--- config.mk ---
export PLATFORM = sky130hd
export DESIGN_NAME = mult_div_unit
export DESIGN_NICKNAME = d
export VERILOG_FILES = /design/src/rtl/mult_div_unit.sv
export SDC_FILE = /design/constraint.sdc
export NUM_CORES = 1
export LEC_CHECK = 0
export CAP_MARGIN = 10
export CORE_ASPECT_RATIO = 1.4
export CORE_MARGIN = 2
export CORE_UTILIZATION = 59
export CTS_CLUSTER_SIZE = 20
export DETAILED_ROUTE_END_ITERATION = 16
export PLACE_DENSITY = 0.82
export SKIP_CTS_REPAIR_TIMING = 1
export SLEW_MARGIN = 20
export SYNTH_ARGS = -nofsm -noshare
export SYNTH_HDL_FRONTEND = slang
export SYNTH_SLANG_ARGS = --single-unit
--- constraint.sdc ---
create_clock -name clk -period 4.33 [get_ports clk]
set_clock_uncertainty 0.2 [all_clocks]
set_input_delay 0.866 -clock clk [delete_from_list [all_inputs] [get_ports clk]]
set_output_delay 0.866 -clock clk [all_outputs]
set_load 0.01 [all_outputs]
--- src/rtl/mult_div_unit.sv ---
// Iterative MIPS multiply/divide unit: shift-add multiply, restoring divide, HI/LO registers.
// Latency N_BITS+2 edges from start to HI/LO update; busy_o stalls MFHI/MFLO and new ops.
module mult_div_unit #(
  parameter int                N_BITS        = 32,
  parameter logic [N_BITS-1:0] INITIAL_VALUE = '0
) (
  input  logic              clk,
  input  logic              reset,
  input  logic              start_i,
  input  logic [1:0]        op_i,
  input  logic [N_BITS-1:0] rs_data_i,
  input  logic [N_BITS-1:0] rt_data_i,
  input  logic              hi_we_i,
  input  logic              lo_we_i,
  input  logic [N_BITS-1:0] wdata_i,
  output logic [N_BITS-1:0] hi_o,
  output logic [N_BITS-1:0] lo_o,
  output logic              busy_o,
  output logic              done_o
);

  localparam int CW = $clog2(N_BITS + 1);

  localparam logic [1:0] IDLE = 2'd0;
  localparam logic [1:0] BUSY = 2'd1;
  localparam logic [1:0] FIX  = 2'd2;

  logic [1:0]        state;
  logic [CW-1:0]     count;
  logic              is_div;
  logic              neg_res;
  logic              neg_rem;
  logic              div_zero;
  logic [N_BITS-1:0] rs_save;
  logic [N_BITS-1:0] b_reg;
  logic [N_BITS-1:0] acc;
  logic [N_BITS-1:0] q_reg;

  logic              rs_neg;
  logic              rt_neg;
  logic [N_BITS-1:0] rs_abs;
  logic [N_BITS-1:0] rt_abs;

  logic [N_BITS:0]     mult_sum;
  logic [N_BITS:0]     div_shift;
  logic                div_ge;
  logic [N_BITS-1:0]   div_sub;
  logic [2*N_BITS-1:0] prod_fix;
  logic [N_BITS-1:0]   quot_fix;
  logic [N_BITS-1:0]   rem_fix;

  // op_i[0] selects the signed variants; operands run through the datapath as magnitudes.
  always_comb begin
    rs_neg = op_i[0] & rs_data_i[N_BITS-1];
    rt_neg = op_i[0] & rt_data_i[N_BITS-1];
    rs_abs = rs_neg ? (~rs_data_i + 1'b1) : rs_data_i;
    rt_abs = rt_neg ? (~rt_data_i + 1'b1) : rt_data_i;
  end

  always_comb begin
    mult_sum  = {1'b0, acc} + (q_reg[0] ? {1'b0, b_reg} : {(N_BITS+1){1'b0}});
    div_shift = {acc, q_reg[N_BITS-1]};
    div_ge    = (div_shift >= {1'b0, b_reg});
    // When div_ge holds the difference is below b_reg, so N_BITS bits suffice.
    div_sub   = div_shift[N_BITS-1:0] - b_reg;
    prod_fix  = neg_res ? (~{acc, q_reg} + 1'b1) : {acc, q_reg};
    quot_fix  = neg_res ? (~q_reg + 1'b1) : q_reg;
    rem_fix   = neg_rem ? (~acc + 1'b1) : acc;
  end

  always_ff @(posedge clk or negedge reset) begin
    if (!reset) begin
      state    <= IDLE;
      count    <= '0;
      is_div   <= 1'b0;
      neg_res  <= 1'b0;
      neg_rem  <= 1'b0;
      div_zero <= 1'b0;
      rs_save  <= '0;
      b_reg    <= '0;
      acc      <= '0;
      q_reg    <= '0;
      hi_o     <= INITIAL_VALUE;
      lo_o     <= INITIAL_VALUE;
      busy_o   <= 1'b0;
      done_o   <= 1'b0;
    end else begin
      done_o <= 1'b0;
      case (state)
        IDLE: begin
          if (start_i) begin
            state    <= BUSY;
            count    <= CW'(N_BITS);
            busy_o   <= 1'b1;
            is_div   <= op_i[1];
            neg_res  <= rs_neg ^ rt_neg;
            neg_rem  <= rs_neg;
            div_zero <= op_i[1] & (rt_data_i == '0);
            rs_save  <= rs_data_i;
            acc      <= '0;
            b_reg    <= op_i[1] ? rt_abs : rs_abs;
            q_reg    <= op_i[1] ? rs_abs : rt_abs;
          end else begin
            if (hi_we_i) hi_o <= wdata_i;
            if (lo_we_i) lo_o <= wdata_i;
          end
        end
        BUSY: begin
          if (is_div) begin
            acc   <= div_ge ? div_sub : div_shift[N_BITS-1:0];
            q_reg <= {q_reg[N_BITS-2:0], div_ge};
          end else begin
            acc   <= mult_sum[N_BITS:1];
            q_reg <= {mult_sum[0], q_reg[N_BITS-1:1]};
          end
          count <= count - CW'(1);
          if (count == CW'(1)) state <= FIX;
        end
        FIX: begin
          if (!is_div) begin
            hi_o <= prod_fix[2*N_BITS-1:N_BITS];
            lo_o <= prod_fix[N_BITS-1:0];
          end else if (div_zero) begin
            hi_o <= rs_save;
            lo_o <= '1;
          end else begin
            hi_o <= rem_fix;
            lo_o <= quot_fix;
          end
          done_o <= 1'b1;
          busy_o <= 1'b0;
          state  <= IDLE;
        end
        default: begin
          state  <= IDLE;
          busy_o <= 1'b0;
        end
      endcase
    end
  end

endmodule

-- Word-level counts from Yosys, hierarchy flattened
Index checks and enable logic that the tools add are counted.
- register bits: 206
- output and inout port bits: 66
- logic and storage cells: 84
- add/sub/neg operators: 8
- magnitude comparators: 1
- equal/unequal tests: 8
- multiplexer cells: 33
- bitwise gates (word level): 10
- reduce and logical (&&, ||, !) cells: 10
- operator list (operator ; number):
    $mux W32 ; 20
    $pmux W32 S2 ; 4
    $add A32 B1 Y32 const B ; 4
    $not A32 Y32 ; 4
    $add A64 B1 Y64 const B ; 1
    $mux W64 ; 1
    $not A64 Y64 ; 1
    $add A32 B32 Y33 ; 1
    $ge A33 B32 Y1 ; 1
    $logic_not A32 Y1 ; 1
    $sub A32 B32 Y32 ; 1
    $pmux W6 S2 ; 1
    $ne A2 B2 Y1 const B ; 5
    $reduce_and A2 Y1 ; 4
    $eq A6 B1 Y1 const B ; 1
    $mux W6 ; 1
    $reduce_and A3 Y1 ; 2
    $sub A6 B1 Y6 const B ; 1
    $mux W2 ; 2
    $pmux W2 S2 ; 1
    $reduce_bool A2 Y1 ; 2
    $and A1 B1 Y1 ; 3
    $eq A2 B1 Y1 const B ; 1
    $eq A2 B2 Y1 const B ; 1
    5 further kinds ; 6

-- Logic depth before layout (Yosys ltp)
- depth in word-level cells: 6
- depth in mapped cells: 14
- depth with buffers taken out: 13

-- Worst setup path after synthesis
Ideal clock, no wire load.
- path kind: register -> register
- start: register q_reg[0]
- end: register acc[28]
- setup time: 0.124 ns
- arrival time: 3.043 ns
- data required time: 4.006 ns
- path slack: 0.963 ns
- cell stages (with the launch flop): 14
- buffers on the path: 1
- period minus slack after synthesis: 3.367 ns
- cells stage by stage: dfrtp_1 > inv_1 > clkbuf_1 > nor2_1 > ha_1 > a21oi_1 > o21ai_0 > o2111ai_1 > nand4b_1 > a21oi_1 > o21ai_0 > or3_1 > and3_1 > o31a_1
- longest elaborated chain between the ends: 4
- ends and longest elaborated chain (item ; line ; source):
    start: declaration ; 37 ; logic [N_BITS-1:0] q_reg;
    start signal: assignment ; 102 ; q_reg <= op_i[1] ? rs_abs : rt_abs;
    start signal: assignment ; 111 ; q_reg <= {q_reg[N_BITS-2:0], div_ge};
    start signal: assignment ; 114 ; q_reg <= {mult_sum[0], q_reg[N_BITS-1:1]};
    $mux W32 ; 61 ; mult_sum = {1'b0, acc} + (q_reg[0] ? {1'b0, b_reg} : {(N_BITS+1){1'b0}});
    $add A32 B32 Y33 ; 61 ;
    $mux W32 ; 109 ; if (is_div) begin
    $pmux W32 S2 ; 89 ; case (state)
    end signal: assignment ; 110 ; acc <= div_ge ? div_sub : div_shift[N_BITS-1:0];
    end signal: assignment ; 113 ; acc <= mult_sum[N_BITS:1];
    end: declaration ; 36 ; logic [N_BITS-1:0] acc;
Every way passes these cells.
A chain may end at the register's enable or synchronous reset.

-- Final worst setup path
- start: register acc[0]
- end: register acc[8]
- longest elaborated chain between the ends: 4
- elaborated cells on any way between the ends: 6
- ends and longest elaborated chain (item ; line):
    $sub A32 B32 Y32 or $ge A33 B32 Y1 (tied branches) ; 65, 63
    $mux W32 ; 110
    $mux W32 (*) ; 109
    $pmux W32 S2 (*) ; 89
Every way passes the cells marked *; elsewhere a longest branch is shown, timed or not.

==> qor.yml <==
syn_nets: 2358
crit_chain: "ha_1 -> nor2b_1 -> o21bai_1 -> a2111oi_2 -> buf_4 -> o31ai_1 -> a21oi_1 -> buf_4 -> a31oi_4 -> buf_4 -> mux2_2 -> a21oi_1 -> nor2_1"
rrSetupSlack_ns: 0.35
synth-edff-count: 0
r2r_start: "acc[0]"
syn_area_sq_um: 17020
min-delay-path-class: "in2async"
synthCells: 2183
maxCapViolCount: 0
cts_tree: "yes"
crit_path_start_kind: "flop"
floorplan.initialDensity_pct: 59.93
stdcell_count: 2675
drive_gt1_share_pct: 6.574
place_inst: 2633
io_pins: 169
cp_top_family: "compound AO/OA/AOI/OAI gates"
dieArea_sq_um: 30250
syn2layout_area_growth_pct: 16.82
synth_common_cells: "nand2_1 (312), o21ai_0 (214), dfrtp_1 (206), a21oi_1 (164), nor2_1 (163)"
seq_area_frac_synth_pct: 30.28
reg2reg_depth: 13
synthArstFlopShare_pct: 100.0
worst_slack_ns: 0.3511
antenna_found_initial: 2
status: "finished, final reports clean"
nFillCells: 2359
clockBufferDepth: 3
first_iter_violations: 1423
worstPathRequired_ns: 4.54
cp_common_cell: "buf_4"
ys_types: 80
grt_max_degree: 92
die_h_microns: 205.0
setup_tns_ns: 0
crit_type: "reg2reg"
final_hold_viol_count: 0
htree_levels: 1
peakVddDrop_uv: 851.3
cp.depth: 13
nets: 2457
synth_top_cell_area_share_pct: 30.28
synth.ff_latch_count: 206
setup_viol: 0
antenna_left: 0
via_per_inst: 6.533
clock_latency_ns: 0.53
grt_pass1_vias: 17138
crit_slowest_cell: "dfrtp_1"
drtPass1Iterations: 8
end_kind: "flop"
post-place-ws_ns: 0.2452
core-area_sq_um: 28410
rsz0062_at_grt: "no"
utilization_pct: 70.01
synth-main-ff-cell: "dfrtp_1"
avgSynthCellArea_sq_um: 7.798
worst-path-max-fanout: 34
p_leak_nw: 8.339
cp_slowest_stage_delay_ns: 0.56
critPathBufInv: 3
num_vias: 17477
wl_microns: 60610
place.port_buffers: 168
synth.most_common_cell: "nand2_1"
drc: 0
dp_hpwl_microns: 46590
tightestPinTransition_ns: 1.011
r2r_end: "acc[8]"
power_density_nw_per_um2: 884.3
die_w_microns: 147.6
fmax_mhz: 251.3
min_period_ns: 3.979
synthTopCellsByArea: "dfrtp_1 (30%), nand2_1 (6.9%), o21ai_0 (6.3%)"
crit_arrival_ns: 4.19
fin_crit_sh_pct: 91.89
rows: 73
cts_root_buffer: "clkbuf_16"
slew-limit-headroom_pct: 32.58
clkSinkCount: 206
gr-usage-all-layers_pct: 39.29
grt_pass1_wl_microns: 93090
yosysTopAreaCell: "dfrtp_1"
avgRoutedWirePerCell_microns: 22.66
numCtsBuffers: 22
grt.overflow.total: 0
ys.warnings.count: 0
path_clk_slew_ns: 0.06
gp_congestion: 1.013
drv_slew: 0
-- power breakdown --
part,switching (mW),total [mW],internal (mW)
clock network,0.824,2.02,1.19
logic,6.61,11.6,4.94
registers,1.13,4.02,2.89
total,8.57,17.6,9.02
-- per-stage QoR --
step	area [sq um]	total power, mW	hold slack [ns]
finish	19890	17.59	0.2019
global route	19890	18.85	0.2889
CTS	19880	17.37	0.2447
detailed placement	19120	15.30	0.2648
global placement	19120	15.03	0.2610
floorplan	17020	11.63	0.2454
-- metal layers --
layer  wire length (microns)  global-route usage (%)  up-vias
li1                        -                       -     8025
met1                   22840                   47.02     8323
met2                   29640                   68.27      921
met3                    4561                   4.410      206
met4                    3562                   22.56        2
met5                      13                       0        -
-- worst max path at each step --
stage | startpoint | to | slack, ns
after floorplan | q_reg[0] | acc[28] | 0.96
after global placement | rs_data_i[2] | q_reg[25] | 0.29
after detailed placement | rs_data_i[4] | q_reg[25] | 0.25
after CTS | acc[0] | acc[8] | 0.44
after global routing | acc[0] | acc[4] | 0.15
final | acc[0] | acc[8] | 0.35
-- final cells by class --
class	instances	area, sq um	area share (%)
clock inverter	5	81.33	0.4089
tap	375	469.2	2.359
timing repair buffer	238	2256	11.34
inverter	73	274.0	1.378
antenna	3	7.507	0.03775
multi-input combinational	1741	10960	55.12
clock buffer	34	676.9	3.404
sequential	206	5160	25.95
-- placed cells by master, fill, tap and decap left out, drive strengths merged, types with 17 or more instances in the layout --
| cell | count |
|---|---|
| nand2 | 312 |
| o21ai | 222 |
| dfrtp | 206 |
| clkdlybuf4s50 | 166 |
| a21oi | 164 |
| nor2 | 164 |
| xnor2 | 111 |
| xor2 | 95 |
| inv | 74 |
| buf | 71 |
| ha | 70 |
| mux2i | 46 |
| a211oi | 44 |
| o22ai | 43 |
| nor3 | 42 |
| clkbuf | 35 |
| nand3 | 34 |
| a21o | 33 |
| o211ai | 27 |
| or3 | 25 |
| o31ai | 22 |
| and3 | 20 |
| nor4 | 20 |
| a31oi | 20 |
| a221oi | 20 |
| nand2b | 17 |
-- worst register-to-register path: cells and delay by family (launching register included) --
family,cells,cell delay (ns)
DFF,1,0.56
adders and majority gates,1,0.31
and+or+nand+nor,2,0.21
buffers and inverters,3,0.80
AOI/OAI and AO/OA,6,1.34
muxes,1,0.43
-- kinds of logic (layout without fill, tap and decap cells) --
kind of cell | after synthesis | after routing | synth area share (%)
DFF | 206 | 206 | 30.28
AOI/OAI and AO/OA | 698 | 698 | 25.76
muxes | 55 | 55 | 3.300
and+or+nand+nor | 710 | 710 | 19.20
buffers and inverters | 236 | 350 | 5.476
xor gates and xnor gates | 206 | 206 | 10.60
adders and majority gates | 72 | 72 | 5.380
other | 0 | 3 | 0
Power figures use the tool's default switching activity.
